File: src/rtl/cfg_shift_loader_pkg.sv
// Shared definitions for the configuration chain loader: FSM states,
// length-header width and the payload byte-count helper.
package cfg_shift_loader_pkg;

   localparam int LEN_W = 16;

   typedef enum logic [3:0] {
      ST_LEN_HI    = 4'd0,
      ST_LEN_LO    = 4'd1,
      ST_SETUP     = 4'd2,
      ST_BYTE_WAIT = 4'd3,
      ST_BIT_LO    = 4'd4,
      ST_BIT_HI    = 4'd5,
      ST_TRAIL     = 4'd6,
      ST_DONE      = 4'd7,
      ST_DRAIN     = 4'd8
   } state_e;

   // Number of payload bytes carrying len bits; one spare bit avoids wrap at 16'hFFFF.
   function automatic logic [LEN_W-1:0] ceil_div8(input logic [LEN_W-1:0] len);
      logic [LEN_W:0] sum;
      sum = {1'b0, len} + (LEN_W+1)'(3'd7);
      return LEN_W'(sum >> 3);
   endfunction

endpackage

File: src/rtl/cfg_shift_loader_if.sv
// Byte stream valid/ready handshake feeding the configuration loader.
interface cfg_shift_loader_if;
   logic [7:0] s_data;
   logic       s_valid;
   logic       s_ready;

   modport master (output s_data, output s_valid, input s_ready);
   modport slave  (input s_data, input s_valid, output s_ready);
endinterface

File: src/rtl/cfg_bit_serializer.sv
// Byte shifter that emits one bit per BIT_LO/BIT_HI pair, MSB first, with
// registered shift_clk/shift_i strobes for the configuration chain.
module cfg_bit_serializer (
   input  logic       clk,
   input  logic       rst_n,
   input  logic       load_i,
   input  logic [7:0] byte_i,
   input  logic       lo_i,
   input  logic       hi_i,
   output logic       byte_empty_o,
   output logic       shift_clk_o,
   output logic       shift_i_o
);

   logic [7:0] sh_q, sh_d, src_s;
   logic [3:0] cnt_q, cnt_d, cnt_src_s;
   logic       shift_clk_q, shift_clk_d;
   logic       shift_i_q, shift_i_d;

   // A load replaces any padding bits left over from the previous byte.
   always_comb begin
      src_s       = load_i ? byte_i : sh_q;
      cnt_src_s   = load_i ? 4'd8 : cnt_q;
      sh_d        = src_s;
      cnt_d       = cnt_src_s;
      shift_i_d   = 1'b0;
      shift_clk_d = hi_i;
      if (lo_i) begin
         shift_i_d = src_s[7];
         sh_d      = {src_s[6:0], 1'b0};
         cnt_d     = cnt_src_s - 4'd1;
      end else if (hi_i) begin
         shift_i_d = shift_i_q;
      end else begin
         shift_i_d = 1'b0;
      end
   end

   always_ff @(posedge clk or negedge rst_n) begin
      if (!rst_n) begin
         sh_q        <= 8'd0;
         cnt_q       <= 4'd0;
         shift_clk_q <= 1'b0;
         shift_i_q   <= 1'b0;
      end else begin
         sh_q        <= sh_d;
         cnt_q       <= cnt_d;
         shift_clk_q <= shift_clk_d;
         shift_i_q   <= shift_i_d;
      end
   end

   assign byte_empty_o = (cnt_q == 4'd0);
   assign shift_clk_o  = shift_clk_q;
   assign shift_i_o    = shift_i_q;

endmodule

File: src/rtl/cfg_shift_loader.sv
// Length-prefixed stream loader for the I/O buffer configuration chain:
// header check, payload serialisation under shift_en, drain on length error.
module cfg_shift_loader
   import cfg_shift_loader_pkg::*;
#(
   parameter int CHAIN_LEN = 6
) (
   input  logic              cfg_clk,
   input  logic              cfg_rst_n,
   cfg_shift_loader_if.slave s,
   output logic              shift_clk,
   output logic              shift_en,
   output logic              shift_i,
   input  logic              shift_o,
   output logic              busy,
   output logic              done,
   output logic              err,
   output logic              prev_parity
);

   localparam int               BIT_W       = $clog2(CHAIN_LEN + 1);
   localparam logic [LEN_W-1:0] CHAIN_LEN_L = LEN_W'(CHAIN_LEN);
   localparam logic [BIT_W-1:0] CHAIN_LEN_B = BIT_W'(CHAIN_LEN);
   localparam logic [LEN_W-1:0] ONE_L       = LEN_W'(1'b1);
   localparam logic [LEN_W-1:0] ZERO_L      = LEN_W'(1'b0);

   state_e           state_q, state_d;
   logic [7:0]       len_hi_q, len_hi_d;
   logic [BIT_W-1:0] bits_q, bits_d;
   logic [LEN_W-1:0] drain_q, drain_d;
   logic             parity_q, parity_d;
   logic             prev_parity_q, prev_parity_d;
   logic             err_q, err_d;
   logic             done_q, done_d;
   logic             busy_q, busy_d;
   logic             shift_en_q, shift_en_d;
   logic             s_ready_q, s_ready_d;

   logic             accept_s;
   logic [LEN_W-1:0] len_s;
   logic             len_ok_s;
   logic [LEN_W-1:0] len_bytes_s;
   logic             byte_empty_s;

   assign accept_s    = s.s_valid & s_ready_q;
   assign len_s       = LEN_W'({len_hi_q, s.s_data});
   assign len_ok_s    = (len_s == CHAIN_LEN_L);
   assign len_bytes_s = ceil_div8(len_s);

   cfg_bit_serializer u_ser (
      .clk          (cfg_clk),
      .rst_n        (cfg_rst_n),
      .load_i       ((state_q == ST_BYTE_WAIT) & accept_s),
      .byte_i       (s.s_data),
      .lo_i         (state_d == ST_BIT_LO),
      .hi_i         (state_d == ST_BIT_HI),
      .byte_empty_o (byte_empty_s),
      .shift_clk_o  (shift_clk),
      .shift_i_o    (shift_i)
   );

   always_ff @(posedge cfg_clk or negedge cfg_rst_n) begin
      if (!cfg_rst_n) begin
         state_q <= ST_LEN_HI;
      end else begin
         state_q <= state_d;
      end
   end

   always_comb begin
      state_d = state_q;
      case (state_q)
         ST_LEN_HI:    state_d = accept_s ? ST_LEN_LO : ST_LEN_HI;
         ST_LEN_LO: begin
            if (!accept_s)               state_d = ST_LEN_LO;
            else if (len_ok_s)           state_d = ST_SETUP;
            else if (len_bytes_s == ZERO_L) state_d = ST_LEN_HI;
            else                         state_d = ST_DRAIN;
         end
         ST_SETUP:     state_d = ST_BYTE_WAIT;
         ST_BYTE_WAIT: state_d = accept_s ? ST_BIT_LO : ST_BYTE_WAIT;
         ST_BIT_LO:    state_d = ST_BIT_HI;
         ST_BIT_HI: begin
            if (bits_q == BIT_W'(1'b0)) state_d = ST_TRAIL;
            else if (byte_empty_s)      state_d = ST_BYTE_WAIT;
            else                        state_d = ST_BIT_LO;
         end
         ST_TRAIL:     state_d = ST_DONE;
         ST_DONE:      state_d = ST_LEN_HI;
         ST_DRAIN:     state_d = (accept_s && drain_q == ONE_L) ? ST_LEN_HI : ST_DRAIN;
         default:      state_d = ST_LEN_HI;
      endcase
   end

   // Outputs are registered decodes of the next state so the chain pins never glitch.
   always_comb begin
      s_ready_d  = state_d inside {ST_LEN_HI, ST_LEN_LO, ST_BYTE_WAIT, ST_DRAIN};
      busy_d     = !(state_d inside {ST_LEN_HI, ST_LEN_LO});
      shift_en_d = state_d inside {ST_SETUP, ST_BYTE_WAIT, ST_BIT_LO, ST_BIT_HI, ST_TRAIL};
      done_d     = (state_d == ST_DONE);
      prev_parity_d = (state_d == ST_DONE) ? parity_q : prev_parity_q;

      len_hi_d = (state_q == ST_LEN_HI && accept_s) ? s.s_data : len_hi_q;

      if (state_q == ST_LEN_HI && accept_s) begin
         err_d = 1'b0;
      end else if (state_q == ST_LEN_LO && accept_s && !len_ok_s) begin
         err_d = 1'b1;
      end else begin
         err_d = err_q;
      end

      if (state_q == ST_LEN_LO && accept_s && !len_ok_s) begin
         drain_d = len_bytes_s;
      end else if (state_q == ST_DRAIN && accept_s) begin
         drain_d = drain_q - ONE_L;
      end else begin
         drain_d = drain_q;
      end

      if (state_d == ST_SETUP) begin
         bits_d = CHAIN_LEN_B;
      end else if (state_d == ST_BIT_HI) begin
         bits_d = bits_q - BIT_W'(1'b1);
      end else begin
         bits_d = bits_q;
      end

      // shift_o is taken on the edge that raises shift_clk, before the chain moves.
      if (state_d == ST_SETUP) begin
         parity_d = 1'b0;
      end else if (state_q == ST_BIT_LO) begin
         parity_d = parity_q ^ shift_o;
      end else begin
         parity_d = parity_q;
      end
   end

   always_ff @(posedge cfg_clk or negedge cfg_rst_n) begin
      if (!cfg_rst_n) begin
         len_hi_q      <= 8'd0;
         bits_q        <= BIT_W'(1'b0);
         drain_q       <= ZERO_L;
         parity_q      <= 1'b0;
         prev_parity_q <= 1'b0;
         err_q         <= 1'b0;
         done_q        <= 1'b0;
         busy_q        <= 1'b0;
         shift_en_q    <= 1'b0;
         s_ready_q     <= 1'b0;
      end else begin
         len_hi_q      <= len_hi_d;
         bits_q        <= bits_d;
         drain_q       <= drain_d;
         parity_q      <= parity_d;
         prev_parity_q <= prev_parity_d;
         err_q         <= err_d;
         done_q        <= done_d;
         busy_q        <= busy_d;
         shift_en_q    <= shift_en_d;
         s_ready_q     <= s_ready_d;
      end
   end

   assign s.s_ready   = s_ready_q;
   assign shift_en    = shift_en_q;
   assign busy        = busy_q;
   assign done        = done_q;
   assign err         = err_q;
   assign prev_parity = prev_parity_q;

endmodule

File: src/flat_wrapper.sv
// flat-port wrapper written by rule: the top's interface ports become plain ports
module cfg_shift_loader_flat import cfg_shift_loader_pkg::*;
#(
   parameter int CHAIN_LEN = 6
)
  (cfg_clk, cfg_rst_n, shift_clk, shift_en, shift_i, shift_o, busy, done, err, prev_parity, s_s_data, s_s_valid, s_s_ready);
  cfg_shift_loader_if s_i ();
  input  logic cfg_clk;
  input  logic cfg_rst_n;
  output logic shift_clk;
  output logic shift_en;
  output logic shift_i;
  input  logic shift_o;
  output logic busy;
  output logic done;
  output logic err;
  output logic prev_parity;
  input wire logic [$bits(s_i.s_data)-1:0] s_s_data;
  input wire logic [$bits(s_i.s_valid)-1:0] s_s_valid;
  output wire logic [$bits(s_i.s_ready)-1:0] s_s_ready;
  assign s_i.s_data = s_s_data;
  assign s_i.s_valid = s_s_valid;
  assign s_s_ready = s_i.s_ready;
  cfg_shift_loader #(.CHAIN_LEN(CHAIN_LEN)) u_core (.cfg_clk(cfg_clk), .cfg_rst_n(cfg_rst_n), .s(s_i), .shift_clk(shift_clk), .shift_en(shift_en), .shift_i(shift_i), .shift_o(shift_o), .busy(busy), .done(done), .err(err), .prev_parity(prev_parity));
endmodule
File: config.mk
export PLATFORM = sky130hd
export DESIGN_NAME = cfg_shift_loader_flat
export DESIGN_NICKNAME = d
export VERILOG_FILES = /design/src/rtl/cfg_shift_loader_pkg.sv /design/src/rtl/cfg_shift_loader_if.sv /design/src/rtl/cfg_bit_serializer.sv /design/src/rtl/cfg_shift_loader.sv /design/src/flat_wrapper.sv
export SDC_FILE = /design/constraint.sdc
export NUM_CORES = 1
export LEC_CHECK = 0
export CELL_PAD_IN_SITES_DETAIL_PLACEMENT = 0
export CELL_PAD_IN_SITES_GLOBAL_PLACEMENT = 2
export CORE_ASPECT_RATIO = 0.6
export CORE_UTILIZATION = 35
export CTS_BUF_LIST = sky130_fd_sc_hd__clkbuf_16
export DETAILED_ROUTE_END_ITERATION = 16
export PLACE_DENSITY = 0.73
export SLEW_MARGIN = 20
export SYNTH_ARGS = -nofsm -noshare
export SYNTH_HDL_FRONTEND = slang
export SYNTH_SLANG_ARGS = --single-unit
File: constraint.sdc
create_clock -name cfg_clk -period 2.5 [get_ports cfg_clk]
set_input_delay 0.625 -clock cfg_clk [delete_from_list [all_inputs] [get_ports cfg_clk]]
set_output_delay 0.625 -clock cfg_clk [all_outputs]
set_load 0.005 [all_outputs]
==> impl_results.md, run 1 <==
* Mapped Cells at slightly below 300
* Final worst setup slack at around 0.14 ns
* WS Path Type: in -> reg
* Synth Flop Type: dfrtp_1
* P_leak at roughly 1.6 nW
* Post-synthesis sequential area ratio at 0.4475
* Reg2Reg Setup Slack at 0.32 ns
* Internal power at approximately 2 mW
* Met1 Wirelength at approximately 4100 µm
* Post-CTS sizing at 0
* CTS clk-pin slew, worst paths at 0.07 ns
* Largest net degree at the start of global routing at 26
* Cell types occupying the most area after synthesis: dfrtp_1 (45%), nand2_1 (5.2%), xor2_1 (4.2%)
* Sw power at ~1.2 mW
* Final Routed Wirelength at ~7100 µm
* Die Span Y at 72.61 µm
* Max clock buf depth at 2
* Final HPWL DP at between 5000 and 6000 µm
* Routability cong. at 0.8158
* Hold Vio Cnt, Final at 0
* Fraction of registers with async set/reset at 1.000
* Fin nets at 381
* IO Port Bufs at 19
* Worst slew margin at 0.5885
* Total power at 3.158 mW
* Initial antenna violation count at 0
* Unrepaired setup endpoints after global routing: no
* Dpl ws at -0.1560 ns
* CTS Buf Count at 5
* Core Area at just under 8000 µm²
* Status: completed
* CTS H-tree lvls at 2
* TritonCTS clock tree: yes
* Root Buffer: clkbuf_16
* Slowest cell on the critical path: clkdlybuf4s50_1
* Die ar. at between 8000 and 9000 µm²
* Worst-skew pair later-pin latency at about 0.30 ns
* Syn-to-layout area delta at 28.31%
* Worst setup SP type: input pin
* Netlist cell types at 60
* Share of cells above drive strength 1 at 0.2438
* Final setup violation count at 0
* Clock network fraction of total power at 0.224
* Synth Warn # at 0
* Dominant cell type by area after synthesis: dfrtp_1
* Met2 Wirelength at 2673 µm
* Switching Share at 0.3696
* Max Cap Viol at 0
* Arrival time at the worst endpoint at around 2.5 ns
* Vias/cell at between 4 and 5
* Share of the synthesized area in the top cell type at 0.4475
* Cell Rows at 25
* Number of global-route vias before repair at 2313
* DR pass1 iterations at 4
* Sequential Power Share at 0.438
* Combinational Power Share at 0.337
* Post-CTS setup buffer count at 0
* Syn Area/Cell at 9.758 µm²
* Initial cell density of the core at 0.3660
* Met3 wire length at 300 µm
* Initial drt markers at approximately 140
* Syn_nets at 315
* R2r startpoint: u_core.bits_q[0]
* Hold buffers post-CTS at 0
* Fin. max-slew vios at 0
* # diodes at 0
* Worst VDD drop at just over 0.0004 V
* DRC at 0
* Max incr delay on CP at 0.50 ns
* Congestion Overflow GR at 0
* Top Layer Used: met4
* Register bit total from synthesis at 52
* GRT Overall Usage at 0.1820
* Worst r2r dst: u_core.u_ser.sh_q[3]
* Worst-path fanout max at 17
* CP Cell Sequence: clkdlybuf4s50_1 -> nor4b_1 -> and4_1 -> nand3_2 -> nand4_2 -> buf_12 -> nor2_1 -> a221o_1
* Mapped cell area at 2908 µm²
* Detailed-route wire length per cell at about 15 µm
* Cell Pwr Density at between 800 and 900 nW/µm²
* Worst Max-Slew Pin Slew at roughly 0.62 ns
* TritonCTS Sinks at 52
* Routed Antenna Nets at 0
* Total vias in the final route at about 2400
* Reg2reg path depth at 10
* Critical path capture point type: register
* Worst min path class: in -> async
* Final worst-path cycle share at 0.9432
* Minimum clock period at between 2 and 2.5 ns
* I/O pin cnt at 20
* First-pass GRT wire length at 12180 µm
* EDFF count, synth at 0
* Clk_skew at 0.01269 ns
* Crit path required time at around 2.7 ns
* Die X at ~120 µm
* Fmax at roughly 420 MHz
## per-layer routing
| metal | global-route usage | up-vias |
|---|---|---|
| met2 | 0.2486 | 35 |
| li1 | - | 1195 |
| met5 | 0 | - |
| met3 | 0.03672 | 2 |
| met1 | 0.2930 | 1119 |
| met4 | 0.02917 | 0 |
## placed cells by master, fill, tap and decap left out, types with 5 or more instances in the layout
cell | netlist | routed
o21ai_0 | 11 | 10
dfrtp_1 | 52 | 52
or3_1 | 6 | 6
a221o_1 | 5 | 5
inv_1 | 11 | 11
ha_1 | 5 | 5
a21oi_1 | 9 | 9
clkdlybuf4s50_1 | 0 | 18
nor3_1 | 7 | 7
buf_4 | 0 | 51
o211ai_1 | 5 | 5
xnor2_1 | 11 | 11
nand3_1 | 7 | 7
mux2_2 | 8 | 8
nand2_1 | 40 | 40
xor2_1 | 14 | 14
clkbuf_16 | 0 | 5
nor2_1 | 29 | 29
## power by group through the flow
stage | logic [mW] | registers [mW] | clock network, mW
final | 1.07 | 1.38 | 0.708
after global routing | 1.20 | 1.43 | 0.775
after detailed placement | 1.07 | 1.39 | 0
after global placement | 1.07 | 1.39 | 0
after floorplan | 0.767 | 1.27 | 0
after CTS | 1.08 | 1.38 | 0.741
## state kept, by name, indices dropped and copies added (netlist names)
register	flops
u_core.parity_q	1
u_core.shift_en	1
u_core.err	1
u_core.len_hi_q	8
u_core.state_q	4
u_core.busy	1
u_core.done	1
u_core.bits_q	3
u_core.u_ser.sh_q	8
u_core.u_ser.cnt_q	4
u_core.u_ser.shift_i_o	1
u_core.prev_parity	1
u_core.drain_q	16
u_core.s.s_ready	1
u_core.u_ser.shift_clk_o	1
## cell usage after synthesis, types with 4 or more instances
cell and number:
o21ai_0 11, a221o_1 5, ha_1 5, dfrtp_1 52, or3_1 6, buf_2 6, nand4_1 4, xnor2_1 11
clkbuf_1 5, mux2_2 8, xor2_1 14, inv_1 11, nand3_1 7, nor2_1 29, o211ai_1 5, nor3_1 7
nand2_1 40, a21oi_1 9
## stage by stage
step	util	TNS [ns]	cell area [µm²]	instances	hold slack (ns)
2_1_floorplan	-	0	2908	298	0.3294
3_3_place_gp	0.4506	-1.824	3580	465	0.4799
3_5_place_dp	0.4506	-2.005	3580	465	0.4840
4_1_cts	0.4696	0	3731	473	0.3684
5_1_grt	0.4696	0	3731	473	0.3868
6_report	0.4696	0	3731	473	0.3398
## how the worst max path moves through the flow
stage / slack, ns / endpoint / cells after the start / start
2_1_floorplan: 0.38 / u_core.u_ser.sh_q[2] / 8 / s_s_data[5]
3_3_place_gp: -0.17 / u_core.busy / 9 / s_s_data[0]
5_1_grt: 0.01 / u_core.busy / 9 / s_s_data[2]
4_1_cts: 0.14 / u_core.u_ser.sh_q[3] / 8 / s_s_data[0]
3_5_place_dp: -0.16 / u_core.u_ser.sh_q[2] / 8 / s_s_data[0]
6_report: 0.14 / u_core.u_ser.sh_q[3] / 8 / s_s_data[0]
## worst max-delay path: cells and delay by family
kind	cells	cell delay, ns
buffers and inverters	2	0.65
AND/OR/NAND/NOR	5	0.99
AO/OA/AOI/OAI	1	0.25
## cells by family after synthesis
kind of cell / Yosys count / synth area share
adders and majority gates: 5 / 0.02151
buffers and inverters: 24 / 0.03873
xor gates and xnor gates: 25 / 0.07530
and+or+nand+nor: 126 / 0.2414
muxes: 10 / 0.03787
AOI/OAI and AO/OA: 56 / 0.1377
DFF: 52 / 0.4475
## final cells by class
class,instances,area (µm²)
clock buffer,5,125.1
clock inverter,3,26.28
timing repair buffer,72,608.1
sequential,52,1301
multi-input combinational,222,1494
fill,777,4214
tap,108,135.1
inverter,11,41.29
No activity file was read; power rests on OpenSTA's default activity.
==> run 2: changes to the inputs <==
--- a/config.mk
+++ b/config.mk
@@ -16,3 +16,4 @@
 export SYNTH_ARGS = -nofsm -noshare
 export SYNTH_HDL_FRONTEND = slang
 export SYNTH_SLANG_ARGS = --single-unit
+export TNS_END_PERCENT = 50
==> results of run 2 <==
Same layout as run 1: the final DEF is identical, and so are final timing and power.
